===== config.mk =====
export PLATFORM = sky130hd
export DESIGN_NAME = per_resp_tracker
export DESIGN_NICKNAME = d
export VERILOG_FILES = /design/src/rtl/per_interco_pkg.sv /design/src/rtl/per_id_fifo.sv /design/src/rtl/per_resp_tracker.sv
export SDC_FILE = /design/constraint.sdc
export NUM_CORES = 1
export LEC_CHECK = 0
export BUFFER_PORTS_ARGS = -buffer_cell sky130_fd_sc_hd__clkbuf_2
export CORE_MARGIN = 5
export CORE_UTILIZATION = 50
export DETAILED_ROUTE_END_ITERATION = 8
export PLACE_DENSITY = 0.95
export SKIP_CTS_REPAIR_TIMING = 1
export SYNTH_ARGS = -nofsm -noshare
export SYNTH_HDL_FRONTEND = slang
export SYNTH_SLANG_ARGS = --single-unit

===== constraint.sdc =====
create_clock -name clk -period 5.3 [get_ports clk]
set_clock_uncertainty 0.15 [all_clocks]
set_input_delay 0.53 -clock clk [delete_from_list [all_inputs] [get_ports clk]]
set_output_delay 0.53 -clock clk [all_outputs]
set_load 0.01 [all_outputs]

===== src/rtl/per_interco_pkg.sv =====
// Shared defaults for the peripheral interconnect and the ID FIFO count-width helper.
package per_interco_pkg;

  localparam int ID_WIDTH   = 17;
  localparam int ADDR_WIDTH = 32;
  localparam int DATA_WIDTH = 32;

  // Width needed to hold 0..depth inclusive.
  function automatic int cnt_w(input int depth);
    return $clog2(depth + 1);
  endfunction

endpackage


===== src/rtl/per_id_fifo.sv =====
// In-order ID FIFO with fall-through head; pointers wrap at DEPTH, including non-power-of-2 depths.
// Zero-latency read of the head; a push while full is accepted only when a pop frees the slot in the same cycle.
module per_id_fifo
  import per_interco_pkg::*;
#(
  parameter int WIDTH = 17,
  parameter int DEPTH = 4
) (
  input  logic             clk,
  input  logic             rst_n,
  input  logic             push_i,
  input  logic [WIDTH-1:0] data_i,
  input  logic             pop_i,
  output logic [WIDTH-1:0] data_o,
  output logic             full_o,
  output logic             empty_o
);

  localparam int PW = (DEPTH > 1) ? $clog2(DEPTH) : 1;
  localparam int CW = cnt_w(DEPTH);

  logic [WIDTH-1:0] mem [DEPTH];
  logic [PW-1:0]    wr_ptr;
  logic [PW-1:0]    rd_ptr;
  logic [CW-1:0]    count;
  logic             do_push;
  logic             do_pop;

  function automatic logic [PW-1:0] ptr_next(input logic [PW-1:0] p);
    return (p == PW'(DEPTH - 1)) ? '0 : p + PW'(1);
  endfunction

  assign full_o  = (count == CW'(DEPTH));
  assign empty_o = (count == '0);
  assign do_pop  = pop_i & ~empty_o;
  assign do_push = push_i & (~full_o | do_pop);
  assign data_o  = mem[rd_ptr];

  always_ff @(posedge clk or negedge rst_n) begin
    if (!rst_n) begin
      wr_ptr <= '0;
      rd_ptr <= '0;
      count  <= '0;
    end else begin
      if (do_push) wr_ptr <= ptr_next(wr_ptr);
      if (do_pop)  rd_ptr <= ptr_next(rd_ptr);
      count <= count + CW'(do_push) - CW'(do_pop);
    end
  end

  // Storage needs no reset: entries are only read after being written.
  always_ff @(posedge clk) begin
    if (do_push) mem[wr_ptr] <= data_i;
  end

endmodule


===== src/rtl/per_resp_tracker.sv =====
// Forwards arbitrated requests to one peripheral, queues granted IDs, returns responses one-hot one cycle later.
// Requests stall only when OUTSTANDING IDs are in flight; responses are never stalled. PER_RESP_CHECK_EN adds per_err_o.
module per_resp_tracker
  import per_interco_pkg::*;
#(
  parameter int ID_WIDTH    = per_interco_pkg::ID_WIDTH,
  parameter int ADDR_WIDTH  = per_interco_pkg::ADDR_WIDTH,
  parameter int DATA_WIDTH  = per_interco_pkg::DATA_WIDTH,
  parameter int BE_WIDTH    = DATA_WIDTH / 8,
  parameter int OUTSTANDING = 4
) (
  input  logic                  clk,
  input  logic                  rst_n,
  input  logic                  data_req_i,
  input  logic [ADDR_WIDTH-1:0] data_add_i,
  input  logic                  data_wen_i,
  input  logic [DATA_WIDTH-1:0] data_wdata_i,
  input  logic [BE_WIDTH-1:0]   data_be_i,
  input  logic [ID_WIDTH-1:0]   data_ID_i,
  output logic                  data_gnt_o,
  output logic                  per_req_o,
  output logic [ADDR_WIDTH-1:0] per_add_o,
  output logic                  per_wen_o,
  output logic [DATA_WIDTH-1:0] per_wdata_o,
  output logic [BE_WIDTH-1:0]   per_be_o,
  input  logic                  per_gnt_i,
  input  logic                  per_r_valid_i,
  input  logic [DATA_WIDTH-1:0] per_r_rdata_i,
  input  logic                  per_r_opc_i,
  output logic [ID_WIDTH-1:0]   data_r_valid_o,
  output logic [DATA_WIDTH-1:0] data_r_rdata_o,
  output logic                  data_r_opc_o
`ifdef PER_RESP_CHECK_EN
  ,
  output logic                  per_err_o
`endif
);

  logic                full;
  logic                empty;
  logic                pop;
  logic                push;
  logic [ID_WIDTH-1:0] head_id;

  // A response arriving with nothing outstanding is dropped rather than popped.
  assign pop        = per_r_valid_i & ~empty;
  assign per_req_o  = data_req_i & (~full | pop);
  assign data_gnt_o = per_req_o & per_gnt_i;
  assign push       = data_gnt_o;

  assign per_add_o   = data_add_i;
  assign per_wen_o   = data_wen_i;
  assign per_wdata_o = data_wdata_i;
  assign per_be_o    = data_be_i;

  per_id_fifo #(
    .WIDTH (ID_WIDTH),
    .DEPTH (OUTSTANDING)
  ) u_id_fifo (
    .clk     (clk),
    .rst_n   (rst_n),
    .push_i  (push),
    .data_i  (data_ID_i),
    .pop_i   (pop),
    .data_o  (head_id),
    .full_o  (full),
    .empty_o (empty)
  );

  always_ff @(posedge clk or negedge rst_n) begin
    if (!rst_n) begin
      data_r_valid_o <= '0;
      data_r_rdata_o <= '0;
      data_r_opc_o   <= 1'b0;
    end else begin
      data_r_valid_o <= pop ? head_id : '0;
      if (pop) begin
        data_r_rdata_o <= per_r_rdata_i;
        data_r_opc_o   <= per_r_opc_i;
      end
    end
  end

`ifdef PER_RESP_CHECK_EN
  logic unexp_resp;
  logic bad_id;

  assign unexp_resp = per_r_valid_i & empty;
  assign bad_id     = push & ~$onehot(data_ID_i);

  always_ff @(posedge clk or negedge rst_n) begin
    if (!rst_n) begin
      per_err_o <= 1'b0;
    end else begin
      per_err_o <= per_err_o | unexp_resp | bad_id;
      assert (!unexp_resp) else $error("per_resp_tracker: response with no outstanding request");
      assert (!bad_id) else $error("per_resp_tracker: granted ID is not one-hot");
    end
  end
`endif

endmodule


==> metrics.yaml <==
status: "complete, no violations"
worstSetupPathType: "flip-flop to primary output"
finalSetupViolations: 0
die-area_um2: 12600
max-vdd-ir-drop_mv: 0.286
stdcell_area_um2: 5910
ant_nets: 0
timing.fmax_ghz: 0.410
fin_crit_sh_pct: 46.0
crit_chain: "nor4b_2, nor2_1, clkbuf_2"
cts_sinks: 125
avgSynthCellArea_um2: 17.2
path_clk_slew_ns: 0.06
wl_um: 10600
end_kind: "primary output"
rsz0062_at_grt: "no"
drt-vias-per-instance: 5.15
ys_ff_latch: 125
grt_pass1_wl_um: 16800
tightestPinTransition_ns: 1.17
initial_core_util_pct: 50.9
cp.arrival_ns: 1.76
dr.first_iter.drc_count: 125
syn-instance-count: 303
synthTopCellsByArea: "edfxtp_1 39%, dfrtp_1 27%, buf_4 10%"
worstPathRequired_ns: 4.62
stdcell_count: 501
synth_edf_count: 68
cap_violations: 0
antenna_found_initial: 0
yosysTopAreaCellShare_pct: 39.2
worstSetupStartpointType: "flip-flop"
nets: 484
place.gp.congestion: 0.686
grt_max_degree: 58
cts_tree: "done"
ys_warn_count: 0
htree_levels: 4
core_area_um2: 10200
grt_pass1_vias: 2906
async_flop_share_pct: 45.6
portBuffers: 106
routedWlPerCell_um: 21.2
cts_buffers: 17
syn_nets: 435
io_pins: 245
syn_to_final_growth_pct: 13.5
clkLatencyLatePin_ns: 0.50
min_period_ns: 2.44
syn_area_um2: 5210
grt_usage_pct: 17.8
critPathMaxFanout: 7
final_hold_viol_count: 0
critPathMaxStageDelay_ns: 0.47
dpl.cell_count: 469
synth.distinct_cells: 19
synth_seq_area_share_pct: 66.6
remaining_drc_errors: 0
drtPass1Iterations: 4
die_width_um: 112
vias: 2580
yosys.area.top_type: "edfxtp_1"
synth_ff_type: "edfxtp_1"
slew_viol_final: 0
postPlaceCellArea_um2: 5330
die_y_um: 112
antenna_cells: 0
clockRootBuffer: "clkbuf_8"
clk_path_buf_depth: 2
critPathSlowestCell: "dfrtp_1"
detailed_place_hpwl_um: 7570
rows: 37
p_leak_nw: 2.47
power_density_nw_per_um2: 544
max_slew_margin_pct: 21.7
hold_class: "input port to async pin"
drive_above_1_share_pct: 53.4
grt_overflow: 0
setup_tns_ns: 0
-- metal layers --
| layer | track usage [%] | part of all wire [%] | vias up |
|---|---|---|---|
| li1 | - | - | 1119 |
| met1 | 19.3 | 34 | 1281 |
| met2 | 29.6 | 53 | 155 |
| met3 | 9.38 | 11 | 25 |
| met4 | 7.21 | 2.4 | 0 |
| met5 | 0 | 0 | - |
-- area by class of cell --
cell class,instances,area [µm²]
multi-input combinational,93,1110
timing repair buffer,108,546
sequential,125,3470
tap,136,170
clock buffer,17,414
clock inverter,15,169
inverter,7,26.3
fill,757,4320
-- worst max-delay path, delay by kind of cell, from the launching register on --
family	cells	cell delay, ns
buffers and inverters	1	0.17
flip-flops	1	0.47
AND/OR/NAND/NOR	2	0.62
-- where the power goes --
part           switching [mW]  leakage, nW  internal, mW
Combinational           0.311        0.879         0.387
Clock                   0.484        0.288         0.612
Sequential              0.175         1.31          1.24
Total                   0.969         2.47          2.24
-- cells in the mapped netlist (all sizes together), types with 2 or more instances --
cell / count
and2: 4
ha: 7
buf: 78
dfrtp: 57
mux4: 17
nor2b: 18
inv: 7
mux2: 36
nor2: 3
xnor2: 2
edfxtp: 68
-- flip-flops by register name, indices dropped and copies added (netlist names) --
| name | flops |
|---|---|
| u_id_fifo.count | 3 |
| data_r_valid_o | 17 |
| data_r_opc_o | 1 |
| u_id_fifo.mem | 68 |
| data_r_rdata_o | 32 |
| u_id_fifo.wr_ptr | 2 |
| u_id_fifo.rd_ptr | 2 |
-- worst paths after layout --
kind / from / end / slack (ns) / depth (start not counted)
min: rst_n / data_r_valid_o[9] / 0.01 / 2
min in group clk: data_ID_i[4] / u_id_fifo.mem[3][4] / 0.09 / 1
max: u_id_fifo.count[1] / data_gnt_o / 2.86 / 3
max reg2reg: u_id_fifo.count[2] / u_id_fifo.mem[1][3] / 2.96 / 3
max in group asynchronous: rst_n / data_r_valid_o[0] / 4.48 / 2
min reg2reg: data_r_rdata_o[19] / data_r_rdata_o[19] / 0.35 / 1
-- stage by stage --
| step | util [%] | total power, mW | hold WS [ns] | worst slack, ns |
|---|---|---|---|---|
| 2_1_floorplan | - | 1.93 | 0.0844 | 2.73 |
| 3_3_place_gp | 52.0 | 2.11 | 0.337 | 2.98 |
| 3_5_place_dp | 52.0 | 2.15 | 0.344 | 2.85 |
| 4_1_cts | 57.7 | 3.26 | 0.0295 | 2.83 |
| 5_1_grt | 57.7 | 3.40 | 0.0673 | 2.71 |
| 6_report | 57.7 | 3.21 | 0.0122 | 2.86 |
-- cells in the final DEF, fill, tap and decap left out, types with 6 or more instances in the layout --
cell type  Yosys  final
clkbuf_16      0     16
clkbuf_2       0    105
dfrtp_1       57     57
edfxtp_1      68     68
ha_1           7      7
inv_1          7      7
inv_8          0      6
mux2_2        36     36
mux4_2        17     17
nor2b_1       18     18
-- cell families after synthesis --
family / count (synthesis) / synth area share [%]
mux: 53 / 15.1
compound gates: 2 / 0.553
flops: 125 / 66.6
fa+ha+maj: 8 / 2.07
buf+inv: 85 / 12.0
simple gates: 28 / 3.32
xor+xnor: 2 / 0.337
Note: power is estimated with default switching activity, not from simulation.
